### src/rtl/multicycle_sequencer.sv
// rtl/multicycle_sequencer.sv - multicycle decode/execute/memory/writeback control FSM for the 64-bit datapath
module multicycle_sequencer #(
    parameter int WORDSIZE = 64,
    parameter int SIZE     = 32
) (
    input  logic                clk,
    input  logic                rst_n,
    input  logic                instr_valid,
    output logic                instr_ready,
    input  logic [SIZE-1:0]     instruction,
    input  logic                dm_ready,
    output logic [4:0]          rf_addr_a,
    output logic [4:0]          rf_addr_b,
    output logic                rf_write_enable,
    output logic [4:0]          rf_write_addr,
    output logic [1:0]          alu_op,
    output logic                alu_src_imm,
    output logic [WORDSIZE-1:0] imm,
    output logic                dm_read,
    output logic                dm_write_enable,
    output logic                wb_sel_mem,
    output logic                done,
    output logic                illegal
);

    localparam logic [2:0] IDLE      = 3'd0;
    localparam logic [2:0] DECODE    = 3'd1;
    localparam logic [2:0] EXECUTE   = 3'd2;
    localparam logic [2:0] MEMORY    = 3'd3;
    localparam logic [2:0] WRITEBACK = 3'd4;

    logic [2:0]      state;
    logic [2:0]      state_next;
    logic [SIZE-1:0] instr;

    logic [6:0] opcode;
    logic [2:0] funct3;
    logic [6:0] funct7;
    logic       is_add, is_sub, is_and, is_or, is_addi, is_ld, is_sd;
    logic       legal;
    logic       active;

    assign opcode = instr[6:0];
    assign funct3 = instr[14:12];
    assign funct7 = instr[31:25];

    assign is_add  = (opcode == 7'b0110011) && (funct3 == 3'b000) && (funct7 == 7'b0000000);
    assign is_sub  = (opcode == 7'b0110011) && (funct3 == 3'b000) && (funct7 == 7'b0100000);
    assign is_and  = (opcode == 7'b0110011) && (funct3 == 3'b111) && (funct7 == 7'b0000000);
    assign is_or   = (opcode == 7'b0110011) && (funct3 == 3'b110) && (funct7 == 7'b0000000);
    assign is_addi = (opcode == 7'b0010011) && (funct3 == 3'b000);
    assign is_ld   = (opcode == 7'b0000011) && (funct3 == 3'b011);
    assign is_sd   = (opcode == 7'b0100011) && (funct3 == 3'b011);
    assign legal   = is_add | is_sub | is_and | is_or | is_addi | is_ld | is_sd;
    assign active  = (state != IDLE);

    always_ff @(posedge clk) begin
        if (!rst_n) begin
            state <= IDLE;
            instr <= '0;
        end else begin
            state <= state_next;
            if (state == IDLE && instr_valid) begin
                instr <= instruction;
            end
        end
    end

    always_comb begin
        state_next = state;
        case (state)
            IDLE:      if (instr_valid) state_next = DECODE;
            DECODE:    state_next = legal ? EXECUTE : IDLE;
            EXECUTE:   state_next = (is_ld || is_sd) ? MEMORY : WRITEBACK;
            MEMORY:    if (dm_ready) state_next = is_ld ? WRITEBACK : IDLE;
            WRITEBACK: state_next = IDLE;
            default:   state_next = IDLE;
        endcase
    end

    // Field outputs are visible for the whole life of an instruction; strobes only in their own state.
    always_comb begin
        instr_ready     = (state == IDLE);
        rf_addr_a       = active ? instr[19:15] : 5'd0;
        rf_addr_b       = active ? instr[24:20] : 5'd0;
        rf_write_addr   = active ? instr[11:7]  : 5'd0;
        imm             = '0;
        alu_op          = 2'b00;
        alu_src_imm     = 1'b0;
        rf_write_enable = 1'b0;
        dm_read         = 1'b0;
        dm_write_enable = 1'b0;
        wb_sel_mem      = 1'b0;
        done            = 1'b0;
        illegal         = 1'b0;

        if (active && (is_addi || is_ld)) begin
            imm = {{(WORDSIZE-12){instr[31]}}, instr[31:20]};
        end else if (active && is_sd) begin
            imm = {{(WORDSIZE-12){instr[31]}}, instr[31:25], instr[11:7]};
        end

        case (state)
            DECODE: illegal = !legal;
            EXECUTE: begin
                alu_src_imm = is_addi | is_ld | is_sd;
                if (is_sub)      alu_op = 2'b01;
                else if (is_and) alu_op = 2'b10;
                else if (is_or)  alu_op = 2'b11;
            end
            MEMORY: begin
                dm_read         = is_ld;
                dm_write_enable = is_sd;
                done            = is_sd & dm_ready;
            end
            WRITEBACK: begin
                rf_write_enable = (instr[11:7] != 5'd0);
                wb_sel_mem      = is_ld;
                done            = 1'b1;
            end
            default: ;
        endcase
    end

endmodule

### config.mk
export PLATFORM = sky130hd
export DESIGN_NAME = multicycle_sequencer
export DESIGN_NICKNAME = d
export VERILOG_FILES = /design/src/rtl/multicycle_sequencer.sv
export SDC_FILE = /design/constraint.sdc
export NUM_CORES = 1
export LEC_CHECK = 0
export CORE_MARGIN = 5
export CORE_UTILIZATION = 39
export DETAILED_ROUTE_END_ITERATION = 10
export PLACE_DENSITY = 0.81
export SLEW_MARGIN = 20
export SYNTH_ARGS = -nofsm -noshare
export SYNTH_HDL_FRONTEND = slang
export SYNTH_SLANG_ARGS = --single-unit
### constraint.sdc
create_clock -name clk -period 3.4 [get_ports clk]
set_input_delay 0.68 -clock clk [delete_from_list [all_inputs] [get_ports clk]]
set_output_delay 0.68 -clock clk [all_outputs]
set_load 0.02 [all_outputs]
==> flow_summary_export.csv, run 1 <==
group,metric,value,unit
critical_path,arrival,2.57,ns
sta,slew_viol_final,0,
route,ant_nets,0,
yosys,synthXorXnorAreaFrac,0,%
yosys,synth_compound_gate_area_share,17.93,%
floorplanning,initial_core_util,40.56,%
finish,diodes,0,
power_and_ir_drop,p_total,0.9311,mW
cts,htree_levels,2,
grt,first_global_vias,1972,
power_and_ir_drop,p_leak,1.493,nW
sta,final-setup-viol-count,0,
yosys,synth_top_family_by_area,"simple AND/OR/NAND/NOR gates",
floorplanning,coreArea,5540,sq um
critical_path,required,2.72,ns
place,portBuffers,124,
route,post-route-drc-count,0,
critical_path,crit_path_start_kind,"register",
yosys,synth_nets,329,
floorplanning,die-area,7380,sq um
floorplanning,rows,27,
critical_path,ff2ff_setup_slack,1.15,ns
finish,layout-drive-gt1-share,5.525,%
grt,grt_pass1_wl,9328,um
place,placed_cell_area,3163,sq um
floorplanning,die_width,85.91,um
yosys,muxShareOfSynthArea,0,%
critical_path,path_class,"register to output pin",
route,drt_iter0_markers,140,
place,dp.cells,426,
sta,fin_hold_ws,0.4620,ns
yosys,synth-seq-cells,35,
critical_path,r2r-start,"state[0]$_SDFFE_PN0P_",
finish,fin_area,3316,sq um
finish,syn2layout_area_growth,47.55,%
grt,overflow,0,
yosys,yosys.cell_count.top_type,"nand2_1",
floorplanning,ioPinCount,125,
worst_hold_path,hp-start,"instr[19]$_SDFFE_PN0P_",
grt,grt_max_degree,54,
power_and_ir_drop,powerDensity,280.8,nW/um^2
sta,tightestPinTransition,1.026,ns
yosys,synth_edf_count,0,
yosys,ys_seq_area_share,31.18,%
cts,path_clk_slew,0.07,ns
cts,tritoncts,"built",
critical_path,startpoint,"instr[5]$_SDFFE_PN0P_",
finish,n_fill_cell,520,
place,place_congestion,0.8422,
cts,clock_latency,0.29,ns
yosys,syn_inst,293,
power_and_ir_drop,ir_worst_vdd,0.2385,mV
sta,layout_min_cycle_time,3.248,ns
route,dr.pass1.iters,4,
yosys,ys.flop_type,"dfxtp_1",
sta,max_slew_margin,31.38,%
outcome,outcome,"complete, no violations",
grt,antenna_found_initial,0,
route,wl,6223,um
sta,finalHoldViolCount,0,
yosys,synthesis.area,2247,sq um
cts,clock_sinks,35,
grt,grt_usage,15.79,%
yosys,yosys-top-cells-count,"nand2_1 (71), buf_4 (54), dfxtp_1 (35)",
finish,nets,397,
cts,cts-root-buf,"clkbuf_8",
cts,cts_made_buffers,5,
yosys,yosysTopAreaCellShare,31.18,%
finish,final_cells,434,
critical_path,endpoint_kind,"output pin",
sta,finalCritPeriodShare,95.52,%
sta,skew,0.007586,ns
yosys,ys_top_cells_by_area,"dfxtp_1 (31%), buf_4 (18%), nand2_1 (12%), a21boi_0 (9.7%), nor2b_1 (4.7%)",
critical_path,critPathMaxFanout,53,
yosys,yosysTopAreaCell,"dfxtp_1",
route,vias,2106,
yosys,yosysUniqueCellTypes,39,
cts,cts_buffer_depth,2,
sta,fmax,307.9,MHz
yosys,async_reset_ff_share,0,%
place,dpl.hpwl,4720,um
worst_hold_path,holdCritPathClass,"register to register",
route,wl_per_cell,14.34,um
yosys,synthAdderAreaFrac,0,%
flow_run,max-cap-violations,0,
floorplanning,die_h,85.91,um
yosys,post_synth.cell_area_avg,7.669,sq um
yosys,ys.warnings.count,0,
route,vias_per_cell,4.853,
yosys,yosys.area_share.simple,30.01,%
## path summary, 6_finish.rpt
kind,endpoint,depth (start not counted)
hold / removal,instr[19]$_SDFFE_PN0P_,2
setup / recovery,imm[28],6
setup reg to reg,instr[26]$_SDFFE_PN0P_,6
hold reg to reg,instr[19]$_SDFFE_PN0P_,2
## routing by layer
metal	wire (um)	vias to the layer above	global-route usage, %
met4	182	0	7.626
met1	2522	965	18.35
li1	-	1052	-
met5	0	-	0
met3	489	14	4.035
met2	3028	75	26.84
## critical path: stages, from the launching register on
cell	delay, ns
dfxtp_1	0.43
nor4b_1	0.39
o211ai_1	0.16
nor2_2	0.22
and2_1	0.21
buf_12	0.21
clkdlybuf4s50_1	0.64
## through the flow
step	setup WS, ns	TNS [ns]	util (%)
6_report	0.1523	0	59.85
3_3_place_gp	0.4268	0	57.09
2_1_floorplan	0.2255	0	-
4_1_cts	0.04231	0	58.90
3_5_place_dp	0.4072	0	57.09
5_1_grt	-0.005806	-0.01462	59.85
## repair_timing
item                                    4_1_cts  5_1_grt
hold buffers                                  0        0
endpoints found under the setup margin        0       53
resized for setup                             0       21
buffers inserted                              0        0
## kinds of logic (layout without fill, tap and decap cells)
family	Yosys count	after routing
flip-flops	35	35
AND/OR/NAND/NOR	138	138
buffers and inverters	69	138
AO/OA/AOI/OAI	51	51
## power breakdown
group | total [mW] | internal (mW) | switching [mW]
Sequential | 0.455 | 0.433 | 0.0218
Combinational | 0.140 | 0.0766 | 0.0632
Clock | 0.336 | 0.185 | 0.151
Total | 0.931 | 0.695 | 0.236
## sequential cells by signal (all words and copies together), names as in the netlist
signal,count
instr,32
state,3
## cell usage in the layout (no fill, tap or decap), types with 2 or more instances in the layout
| cell | synthesis | final |
|---|---|---|
| nor2b_1 | 17 | 17 |
| and2_1 | 8 | 8 |
| clkbuf_8 | 0 | 7 |
| dfxtp_1 | 35 | 35 |
| or3_1 | 3 | 3 |
| buf_4 | 54 | 4 |
| nand2_1 | 71 | 71 |
| a21oi_1 | 2 | 2 |
| clkdlybuf4s50_1 | 0 | 104 |
| nor3_1 | 5 | 5 |
| a21boi_1 | 4 | 4 |
| nand3b_1 | 2 | 2 |
| dlymetal6s2s_1 | 0 | 20 |
| nand2b_1 | 2 | 2 |
| a21boi_0 | 29 | 29 |
| a22oi_1 | 5 | 5 |
| nand3_1 | 3 | 3 |
| a31oi_1 | 2 | 2 |
| a2bb2oi_1 | 2 | 2 |
| nor2_1 | 15 | 14 |
## area by class of cell
class | count | area, sq um | area share [%]
timing repair buffer | 129 | 1341 | 40.45
multi-input combinational | 189 | 1080 | 32.57
sequential | 35 | 700.7 | 21.13
clock buffer | 8 | 100.1 | 3.019
tap | 72 | 90.09 | 2.717
inverter | 1 | 3.754 | 0.1132
Power figures use the tool's default switching activity.
==> inputs of run 2 (changes only) <==
--- a/config.mk
+++ b/config.mk
@@ -5,6 +5,7 @@
 export SDC_FILE = /design/constraint.sdc
 export NUM_CORES = 1
 export LEC_CHECK = 0
+export CAP_MARGIN = 0
 export CORE_MARGIN = 5
 export CORE_UTILIZATION = 39
 export DETAILED_ROUTE_END_ITERATION = 10
==> results of run 2 <==
Same layout as run 1: the final DEF is identical, and so are final timing and power.
